### config.mk
export PLATFORM = sky130hd
export DESIGN_NAME = pe_window_feeder
export DESIGN_NICKNAME = d
export VERILOG_FILES = /design/src/rtl/pe_window_feeder.sv
export SDC_FILE = /design/constraint.sdc
export NUM_CORES = 1
export LEC_CHECK = 0
export ABC_AREA = 1
export CAP_MARGIN = 20
export CORE_UTILIZATION = 65
export CTS_CLUSTER_SIZE = 40
export DETAILED_ROUTE_END_ITERATION = 8
export PLACE_DENSITY_LB_ADDON = 0.25
export SLEW_MARGIN = 20
export SYNTH_ARGS = -nofsm -noshare
export SYNTH_HDL_FRONTEND = slang
export SYNTH_SLANG_ARGS = --single-unit
### constraint.sdc
create_clock -name clk -period 4.1 [get_ports clk]
set_input_delay 0.41 -clock clk [delete_from_list [all_inputs] [get_ports clk]]
set_output_delay 0.41 -clock clk [all_outputs]
set_load 0.05 [all_outputs]
### src/rtl/pe_window_feeder.sv
// pe_window_feeder
//   Upstream feeder for a 3x3 convolution PE. Takes a raster-order pixel
//   stream, keeps two previous image lines plus a sliding 3x3 window, and
//   for every complete window emits nine (pixel, weight) pairs, tap 0..8 in
//   row-major order on consecutive cycles.
//
// Optional feature: define PE_FEED_WIN_IDX_EN to add the win_idx output
//   (0-based index of the window being emitted, cleared at frame end).
//
// Ports
//   clk         clock, rising edge
//   rst         synchronous active-low reset
//   w_load      weight write strobe (ignored while emitting)
//   w_addr      weight index 0..8, 9..15 ignored
//   w_data      weight value
//   pix_valid   input pixel valid
//   pix_ready   feeder can accept a pixel
//   pix_data    input pixel, raster order
//   pe_in       pixel tap to the PE (0 when pe_vld=0)
//   pe_filter   matching weight (0 when pe_vld=0)
//   pe_vld      high during the nine tap cycles
//   pe_last     high on tap 8
//   frame_done  one-cycle pulse after the last window of a frame
//   win_idx     [PE_FEED_WIN_IDX_EN only] current window index
//
// state    | meaning
// ---------+-------------------------------------------------------------
// S_ACCEPT | pix_ready=1, take pixels; a pixel at row>=2,col>=2 triggers
// S_EMIT   | pix_ready=0, taps 0..8 on the PE outputs
// S_DONE   | one cycle frame_done pulse, row/col cleared

module pe_window_feeder #(
    parameter int DATA_W = 8,
    parameter int IMG_W  = 8,
    parameter int IMG_H  = 8
) (
    input  logic              clk,
    input  logic              rst,
    input  logic              w_load,
    input  logic [3:0]        w_addr,
    input  logic [DATA_W-1:0] w_data,
    input  logic              pix_valid,
    output logic              pix_ready,
    input  logic [DATA_W-1:0] pix_data,
    output logic [DATA_W-1:0] pe_in,
    output logic [DATA_W-1:0] pe_filter,
    output logic              pe_vld,
    output logic              pe_last,
    output logic              frame_done
`ifdef PE_FEED_WIN_IDX_EN
    ,
    output logic [15:0]       win_idx
`endif
);

    localparam int COL_W = (IMG_W > 1) ? $clog2(IMG_W) : 1;
    localparam int ROW_W = $clog2(IMG_H + 1);
    localparam logic [COL_W-1:0] COL_LAST = COL_W'(IMG_W - 1);
    localparam logic [ROW_W-1:0] ROW_LAST = ROW_W'(IMG_H - 1);
    localparam logic [COL_W-1:0] COL_TWO  = COL_W'(2);
    localparam logic [ROW_W-1:0] ROW_TWO  = ROW_W'(2);

    typedef enum logic [1:0] {
        S_ACCEPT = 2'd0,
        S_EMIT   = 2'd1,
        S_DONE   = 2'd2
    } state_t;

    state_t state_q, state_d;

    logic [COL_W-1:0]  col_q;
    logic [ROW_W-1:0]  row_q;
    logic [3:0]        tap_q;
    logic              last_win_q;

    // lb_a holds row r-2, lb_b holds row r-1, both indexed by column.
    logic [DATA_W-1:0] lb_a [IMG_W];
    logic [DATA_W-1:0] lb_b [IMG_W];

    // win_q[3*i+j]: window row i (0 = top), column j (0 = left).
    logic [DATA_W-1:0] win_q [9];
    logic [DATA_W-1:0] win_d [9];
    logic [DATA_W-1:0] wt_q  [9];
    logic [DATA_W-1:0] wt_d  [9];

    logic       accept;
    logic       trigger;
    logic       at_end;
    logic       load_tap;
    logic [3:0] tap_sel;

    assign accept   = pix_valid && (state_q == S_ACCEPT);
    assign trigger  = accept && (row_q >= ROW_TWO) && (col_q >= COL_TWO);
    assign at_end   = (row_q == ROW_LAST) && (col_q == COL_LAST);
    assign load_tap = trigger || ((state_q == S_EMIT) && (tap_q != 4'd8));
    assign tap_sel  = trigger ? 4'd0 : (tap_q + 4'd1);

    // Sliding window: each accepted pixel shifts in a new right-hand column
    // built from the two line buffers and the incoming pixel. Columns from a
    // previous row are stale after a wrap but are shifted out before any
    // trigger (col>=2).
    always_comb begin
        win_d = win_q;
        if (accept) begin
            for (int i = 0; i < 3; i++) begin
                win_d[3*i]   = win_q[3*i+1];
                win_d[3*i+1] = win_q[3*i+2];
            end
            win_d[2] = lb_a[col_q];
            win_d[5] = lb_b[col_q];
            win_d[8] = pix_data;
        end
    end

    // Writes are blocked in EMIT so a window sees one consistent weight set.
    // The post-write value feeds tap 0 directly so a same-edge write lands
    // in the triggered window.
    always_comb begin
        wt_d = wt_q;
        if (w_load && (state_q != S_EMIT) && (w_addr <= 4'd8)) begin
            wt_d[w_addr] = w_data;
        end
    end

    always_ff @(posedge clk) begin
        if (!rst) begin
            state_q <= S_ACCEPT;
        end else begin
            state_q <= state_d;
        end
    end

    always_comb begin
        state_d    = state_q;
        pix_ready  = 1'b0;
        frame_done = 1'b0;
        case (state_q)
            S_ACCEPT: begin
                pix_ready = 1'b1;
                if (trigger) begin
                    state_d = S_EMIT;
                end
            end
            S_EMIT: begin
                if (tap_q == 4'd8) begin
                    state_d = last_win_q ? S_DONE : S_ACCEPT;
                end
            end
            S_DONE: begin
                frame_done = 1'b1;
                state_d    = S_ACCEPT;
            end
            default: begin
                state_d = S_ACCEPT;
            end
        endcase
    end

    always_ff @(posedge clk) begin
        if (!rst) begin
            col_q      <= '0;
            row_q      <= '0;
            tap_q      <= '0;
            last_win_q <= 1'b0;
            pe_in      <= '0;
            pe_filter  <= '0;
            pe_vld     <= 1'b0;
            pe_last    <= 1'b0;
            for (int i = 0; i < IMG_W; i++) begin
                lb_a[i] <= '0;
                lb_b[i] <= '0;
            end
            for (int k = 0; k < 9; k++) begin
                win_q[k] <= '0;
                wt_q[k]  <= '0;
            end
        end else begin
            win_q <= win_d;
            wt_q  <= wt_d;

            if (accept) begin
                lb_a[col_q] <= lb_b[col_q];
                lb_b[col_q] <= pix_data;
                if (col_q == COL_LAST) begin
                    col_q <= '0;
                    row_q <= row_q + ROW_W'(1);
                end else begin
                    col_q <= col_q + COL_W'(1);
                end
            end else if (state_q == S_DONE) begin
                col_q <= '0;
                row_q <= '0;
            end

            if (trigger) begin
                last_win_q <= at_end;
            end

            if (load_tap) begin
                tap_q     <= tap_sel;
                pe_vld    <= 1'b1;
                pe_last   <= (tap_sel == 4'd8);
                pe_in     <= win_d[tap_sel];
                pe_filter <= wt_d[tap_sel];
            end else begin
                tap_q     <= '0;
                pe_vld    <= 1'b0;
                pe_last   <= 1'b0;
                pe_in     <= '0;
                pe_filter <= '0;
            end
        end
    end

`ifdef PE_FEED_WIN_IDX_EN
    // Advances as tap 8 retires; the final window of a frame returns it to 0
    // so it already reads 0 while frame_done is high.
    always_ff @(posedge clk) begin
        if (!rst) begin
            win_idx <= '0;
        end else if ((state_q == S_EMIT) && (tap_q == 4'd8)) begin
            win_idx <= last_win_q ? 16'd0 : (win_idx + 16'd1);
        end
    end
`endif

endmodule

Word-level counts from Yosys, hierarchy flattened
Memories as Yosys holds them, arrays and structs flattened. A register that Yosys moved wholly into a read port is not among the register bits.
Cells that the tools add are included.

storage, ports and cells
  register bits = 176
  bits in writable memories = 128
  input port bits = 24
  output and inout port bits = 20
  word-level logic and storage cells = 106
  memories = 2

memories
  name  depth  bits a word  read ports  clocked after Yosys merged registers in  wr ports  line  text
  lb_a  8      8            1           1                                        8         77    logic [DATA_W-1:0] lb_a [IMG_W];
  lb_b  8      8            1           1                                        8         78    logic [DATA_W-1:0] lb_b [IMG_W];

cells by class
  $add $sub $neg = 3
  order comparisons = 6
  eq/ne operators = 11
  muxes and demuxes = 39
  bitwise logic cells = 2
  reductions and logical operators = 16

operators with widths
  cell                 number
  $mux 72              2
  $bwmux 72            1
  $bmux 8 s4           2
  $mux 8               7
  $demux 8 s4          1
  $mux 3               9
  $mux 4               4
  $reduce_or 8->1      2
  $ge 5x5->1 const B   2
  $not 4->5            2
  $mux 1               9
  $add 4x1->4 const B  2
  $eq 4x4->1 const B   2
  $logic_and 1x1->1    8
  $mux 2               3
  $ne 2x1->1 const B   3
  $reduce_and 2->1     3
  $lt 5x1->1 const B   1
  $eq 4x3->1 const B   1
  $ge 4x2->1 const B   1
  $le 4x4->1 const B   1
  $ne 4x4->1 const B   1
  $pmux 2 s2           1
  $add 3x1->3 const B  1
  other kinds (8)      8

Longest topological paths before layout
Gate-level depths: netlist of run 1.

  depth in word-level cells = 10
  mapped depth = 15
  mapped depth without buffers = 14

Least setup slack after synthesis of run 1
Ideal clock, no wire load.

  kind = reg-to-reg
  start = reg state_q[0]
  end = mem lb_a[2][0], enable pin
  setup time = 0.372 ns
  arrival time = 1.980 ns
  data required time = 3.728 ns
  setup slack = 1.748 ns
  stages on the path, launching flop included = 10
  buffers on the path = 2
  period minus slack after synthesis = 2.352 ns
  cell sequence = dfxtp_1 nor2_4 nand2_2 inv_2 buf_4 nand2_1 nor2_4 nand2_2 buf_2 nand2_1

RTL lines
  what                    line  text
  start, declared         69    state_t state_q, state_d;
  start signal, assigned  129   state_q <= state_d;
  end, declared           77

==> results of run 1 <==
power by group through the flow:
| stage | clock, W | sequential (W) | combinational, W |
|---|---|---|---|
| floorplan | 0 | 0.00339 | 0.000413 |
| global placement | 0 | 0.00340 | 0.000579 |
| detailed placement | 0 | 0.00340 | 0.000591 |
| CTS | 0.00260 | 0.00334 | 0.000601 |
| global route | 0.00272 | 0.00335 | 0.000676 |
| finish | 0.00259 | 0.00334 | 0.000613 |
stage by stage:
step	power, W	utilization	setup slack (ns)	instance area, sq um
after floorplan	0.00380	-	1.75	14200
after global placement	0.00398	0.692	0.847	14700
after detailed placement	0.00399	0.692	0.832	14700
after CTS	0.00654	0.735	1.20	15600
after global routing	0.00675	0.735	0.962	15600
final	0.00654	0.735	1.11	15600
state kept, by name, indices dropped and copies added (netlist names), named ones only:
name and flops:
last_win_q 1, row_q 4, pe_last 1, state_q 2, pe_filter 8, wt_q 72, lb_b 64, tap_q 4
win_q 72, lb_a 64, col_q 3, pe_vld 1, pe_in 8
how the worst min path moves through the flow:
stage,from,to,slack [ns],depth (start not counted)
final,last_win_q$_SDFFE_PN0P_,state_q[1]$_SDFFE_PN0P_,0.47,2
after detailed placement,last_win_q$_SDFFE_PN0P_,state_q[1]$_SDFFE_PN0P_,0.45,2
after floorplan,last_win_q$_SDFFE_PN0P_,state_q[1]$_SDFFE_PN0P_,0.42,2
after global placement,last_win_q$_SDFFE_PN0P_,state_q[1]$_SDFFE_PN0P_,0.44,2
after global routing,wt_q[22]$_SDFF_PN0_,wt_q[22]$_SDFF_PN0_,0.50,2
after CTS,last_win_q$_SDFFE_PN0P_,state_q[1]$_SDFFE_PN0P_,0.47,2
routing by layer:
layer  global-route usage  vias up  share of wire
met2                0.529      643           0.47
met1                0.434     5712           0.40
met3               0.0518       97           0.10
met5                    0        -              0
li1                     -     5986              -
met4                0.103        0          0.030
cell families after synthesis:
family                   count (synthesis)
adder cells (fa/ha/maj)                  7
XOR/XNOR                                 3
flip-flops                             307
buffers and inverters                  276
AND/OR/NAND/NOR                       1085
AO/OA/AOI/OAI                          203
cell type report:
class                   count  area share
clock buffers              42      0.0537
well taps                 275      0.0221
inverters                 179      0.0433
clock inverters            12     0.00498
repair buffers             59      0.0361
multi-input cells        1298       0.363
flip-flops and latches    307       0.477
worst reg2reg max path, cell delays in order (launching register included):
cell and delay (ns):
dfxtp_1 0.39, nor2_4 0.18, nand2_2 0.08, inv_2 0.36, nand2_1 0.30, nor2_4 0.23
nand2_2 0.30, nand2_1 0.78
synthesized netlist by cell type, drive strengths merged:
library cell  number  area (sq um)
ha                 7          87.6
nor2             355          1380
a211oi             2          15.0
a21oi             72           372
clkbuf            49           184
edfxtp           128          3840
nor4               2          12.5
nand2            515          1960
xor2               3          26.3
dfxtp            179          3580
o21ai            122           611
buf               48           250
nand4             13          87.6
or2               19           119
clkinv            10          37.5
o21a               1          7.51
nand3b             1          7.51
inv              169           634
nand3            180           928
o211ai             6          45.0
==> reports/metrics.cfg, run 1 <==
[status]
status=finished clean

[yosys]
synth_compound_area_frac=0.0739
syn_area_sq_um=14200
synth_xor_area_frac=0.00185
synth_top_family_by_area=simple AND/OR/NAND/NOR gates
ys_types=32
synthAdderAreaFrac=0.00617
syn-mean-instance-area_sq_um=7.55
synthCells=1881
muxShareOfSynthArea=0
synthSimpleGateAreaFrac=0.317
ys_seq_elements=307
synth.net_count=1912
yosysSeqAreaShare=0.523
synth_warnings=0

[clock_tree]
clk_pin_slew_worst_paths_ns=0.06
cts_tree=yes
cts_root_buf=clkbuf_16
post-cts-setup-buffer-count=0
post_cts_resized=0
cts-htree-levels=1
cts_hold_buf=0
clk_path_buf_depth=3
cts_buffers=30
clkLatencyLatePin_ns=0.55
clock-sinks=307

[power]
intPower_w=0.00493
p_sw_frac=0.246
clock_power_share=0.396
seqPwrFrac=0.510
irDropWorstVdd_uv=377
comb_power_share=0.094
power_leakage_nw=6.73
powerDensity_nw_per_um2=420
p_sw_w=0.00161

[cells_and_area]
fillers=1622
instances_no_fill=2172
nets=1906
seqCellArea_sq_um=7430
drive_above_1_share=0.0511
final_cell_mix=503 x nand2_1, 347 x nor2_1, 178 x dfxtp_1, 176 x nand3_1, 161 x inv_1
antennaDiodeCount=0
multi_input_area_sq_um=5660
area_growth_pct=9.80
final_common_cell=nand2_1

[sta]
max_freq_ghz=0.334
hold_ws_ns=0.471
hold_viol_final=0
slew_headroom=0.365
finClkSkew_ns=0.0113
slew_violations=0
finalCritPeriodShare=0.729
tns_ns=0
setup_violations=0
worstMarginPinSlew_ns=0.951
min_period_ns=2.99
rsz0062_at_grt=false

[floorplan]
dieArea_sq_um=22400
die_y_microns=150
die_w_microns=150
start_util=0.669
boundaryPins=44
rows=53
core-area_sq_um=21200

[worst_setup_path]
crit_fanout=28
critical_path.top_delay_family=simple AND/OR/NAND/NOR gates
critPathSlowestCell=nand2_1
startpoint=state_q[0]$_SDFFE_PN0P_
worstPathArrival_ns=3.16
reg2reg_depth=7
path_class=reg2reg
r2r-start=state_q[0]$_SDFFE_PN0P_
slowest_delay_ns=0.78
required_ns=4.27
crit_path_start_kind=flop
worstPathCellList=nor2_4 > nand2_2 > inv_2 > nand2_1 > nor2_4 > nand2_2 > nand2_1
setup.worst_path.end=lb_a[3][0]$_SDFFCE_PN0P_
critPathCaptureType=flop
crit_buf_inv=1
worst-r2r-setup-slack_ns=1.11
cp.depth=7
r2r-end=lb_a[3][0]$_SDFFCE_PN0P_

[route]
drc_errors=0
vias=12438
dr.pass1.iters=8
avgViaCountPerCell=5.73
finalWirelength_microns=36000
postRouteAntennaNets=0
drt_iter0_markers=1266
wire_per_inst_microns=16.6

[run]
cap_violations=0

[grt]
grt_max_degree=84
first_global_vias=11252
grt_remaining_overflow=0
grt_usage=0.321
antenna_found_initial=0
grt_pass1_wl_microns=56200

[worst_hold_path]
hold_class=reg2reg

[placed_design]
port_buffers=43
dpl.hpwl_microns=22600
dp.cells=2118
gp_congestion=0.913

Note: power is estimated with default switching activity, not from simulation.
==> run 2, diff against run 1 <==
- CORE_UTILIZATION: 65 -> 62
- clock period: 4.1 -> 3.1 ns (I/O delays scaled with it)
==> run 2 against run 1 <==
  * Setup slack got worse by 0.75 ns
  * Global-route usage fell by 1.6 points
  * Sequential share of layout area fell by 1.0 points
  * Largest power group unchanged
  * Register-to-register slack got worse by 0.75 ns
  * Count of clock-buffer cells in the layout rose by 5
==> reports/metrics.cfg, run 2 (same netlist as run 1, synthesis figures left out) <==
[sta]
min_period_ns=2.74
setup_violations=0
finClkSkew_ns=0.00717
setup_ws_ns=0.363
tns_ns=0
slew_headroom=0.410
hold_viol_final=0
max_freq_ghz=0.365
slew_violations=0
worstMarginPinSlew_ns=0.884
rsz0062_at_grt=false
finalCritPeriodShare=0.883

[route]
drc_errors=0
drt_iter0_markers=1269
dr.pass1.iters=5
vias=12257
finalWirelength_microns=35500
wire_per_inst_microns=16.1
avgViaCountPerCell=5.56
postRouteAntennaNets=0

[clock_tree]
clk_path_buf_depth=3
clkLatencyLatePin_ns=0.55
cts_hold_buf=0
cts-htree-levels=1
cts_root_buf=clkbuf_16
post-cts-setup-buffer-count=0
clk_pin_slew_worst_paths_ns=0.06
cts_tree=yes
cts_buffers=31
clock-sinks=307
post_cts_resized=0

[cells_and_area]
area_growth_pct=12.3
nets=1927
final_common_cell=nand2_1
drive_above_1_share=0.0661
top_regs=win_q (72), wt_q (72)
fillers=1825
antennaDiodeCount=0
final_cell_mix=503 x nand2_1, 347 x nor2_1, 178 x dfxtp_1, 176 x nand3_1, 161 x inv_1
multi_input_area_sq_um=5660
seqCellArea_sq_um=7430

[power]
power_leakage_nw=6.91
p_sw_w=0.00216
intPower_w=0.00697
comb_power_share=0.089
clock_power_share=0.427
irDropWorstVdd_uv=509
p_sw_frac=0.237
seqPwrFrac=0.484
powerDensity_nw_per_um2=573

[floorplan]
die_y_microns=153
boundaryPins=44
die_w_microns=153
start_util=0.629
rows=55
core-area_sq_um=22600
dieArea_sq_um=23500

[placed_design]
gp_congestion=0.914
dp_slack_ns=0.251
port_buffers=43
dpl.hpwl_microns=22700

[worst_setup_path]
crit_fanout=44
worstPathCellList=inv_1 > ha_1 > inv_1 > nand2_1 > nand3_4 > nand2_2 > buf_4 > nand3_2 > or2_2 > nand2_1
critPathSlowestCell=nand3_2
worstPathArrival_ns=3.24
path_class=reg2reg
required_ns=3.60
reg2reg_depth=10
r2r-end=pe_filter[3]$_SDFF_PN0_
startpoint=col_q[0]$_SDFFE_PN0N_
r2r-start=col_q[0]$_SDFFE_PN0N_
setup.worst_path.end=pe_filter[3]$_SDFF_PN0_
crit_path_start_kind=flop
critPathCaptureType=flop
worst-r2r-setup-slack_ns=0.36
slowest_delay_ns=0.48

[grt]
grt_max_degree=84
grt_use_met3=0.0471
grt_usage=0.306
gr-usage-met2=0.481
antenna_found_initial=0
grt_pass1_wl_microns=57400
busiest_layer=met2
grtUsageMet1=0.432
first_global_vias=11207
grt_remaining_overflow=0

[worst_hold_path]
hold_class=in2reg

[run]
cap_violations=0

[status]
status=finished clean

## run 2: cell types whose count changed in the layout (fill, tap and decap cells not counted), sizes merged
cell | before | now
buf | 16 | 36
clkbuf | 42 | 47
clkinv | 19 | 14
bufinv | 1 | 4
## run 2: per-layer routing
| layer | vias up | share of wire | wire length (microns) |
|---|---|---|---|
| met5 | - | 0 | 0 |
| met4 | 0 | 0.027 | 954 |
| met3 | 68 | 0.082 | 2910 |
| met2 | 467 | 0.46 | 16300 |
| met1 | 5694 | 0.43 | 15300 |
| li1 | 6028 | - | - |
## run 2: layout make-up
class,instances,area share
clock buffers,47,0.0581
clock inverters,10,0.00950
inverters,179,0.0423
multi-input cells,1298,0.355
flip-flops and latches,307,0.466
well taps,285,0.0224
repair buffers,79,0.0463
## run 2: worst max-delay path, delay by kind of cell, from the launching register on
kind	cells	cell delay (ns)
buffers and inverters	3	0.69
DFF	1	0.36
and+or+nand+nor	6	1.44
adders and majority gates	1	0.18
## run 2: worst min-delay path by stage
| stage | from | to | cells past startpoint |
|---|---|---|---|
| after floorplan | last_win_q$_SDFFE_PN0P_ | state_q[1]$_SDFFE_PN0P_ | 2 |
| after CTS | w_data[6] | wt_q[22]$_SDFF_PN0_ | 3 |
| after global placement | wt_q[6]$_SDFF_PN0_ | wt_q[6]$_SDFF_PN0_ | 2 |
| after detailed placement | wt_q[6]$_SDFF_PN0_ | wt_q[6]$_SDFF_PN0_ | 2 |
| after global routing | w_data[6] | wt_q[14]$_SDFF_PN0_ | 3 |
| final | w_data[6] | wt_q[22]$_SDFF_PN0_ | 3 |
## run 2: through the flow
| stage | area, sq um | cells | power [W] | utilization | hold WS [ns] |
|---|---|---|---|---|---|
| after global routing | 15900 | 2205 | 0.00943 | 0.706 | 0.492 |
| final | 15900 | 2205 | 0.00913 | 0.706 | 0.445 |
| after global placement | 14900 | 2148 | 0.00527 | 0.658 | 0.455 |
| after detailed placement | 14900 | 2148 | 0.00529 | 0.658 | 0.464 |
| after CTS | 15900 | 2205 | 0.00914 | 0.706 | 0.429 |
| after floorplan | 14200 | 1881 | 0.00503 | - | 0.422 |
## run 2: power groups by stage
stage / clock network, W / logic (W) / registers, W
after floorplan: 0 / 0.000547 / 0.00448
after global placement: 0 / 0.000774 / 0.00449
after detailed placement: 0 / 0.000788 / 0.00450
after CTS: 0.00392 / 0.000799 / 0.00441
after global routing: 0.00409 / 0.000903 / 0.00443
final: 0.00390 / 0.000811 / 0.00442
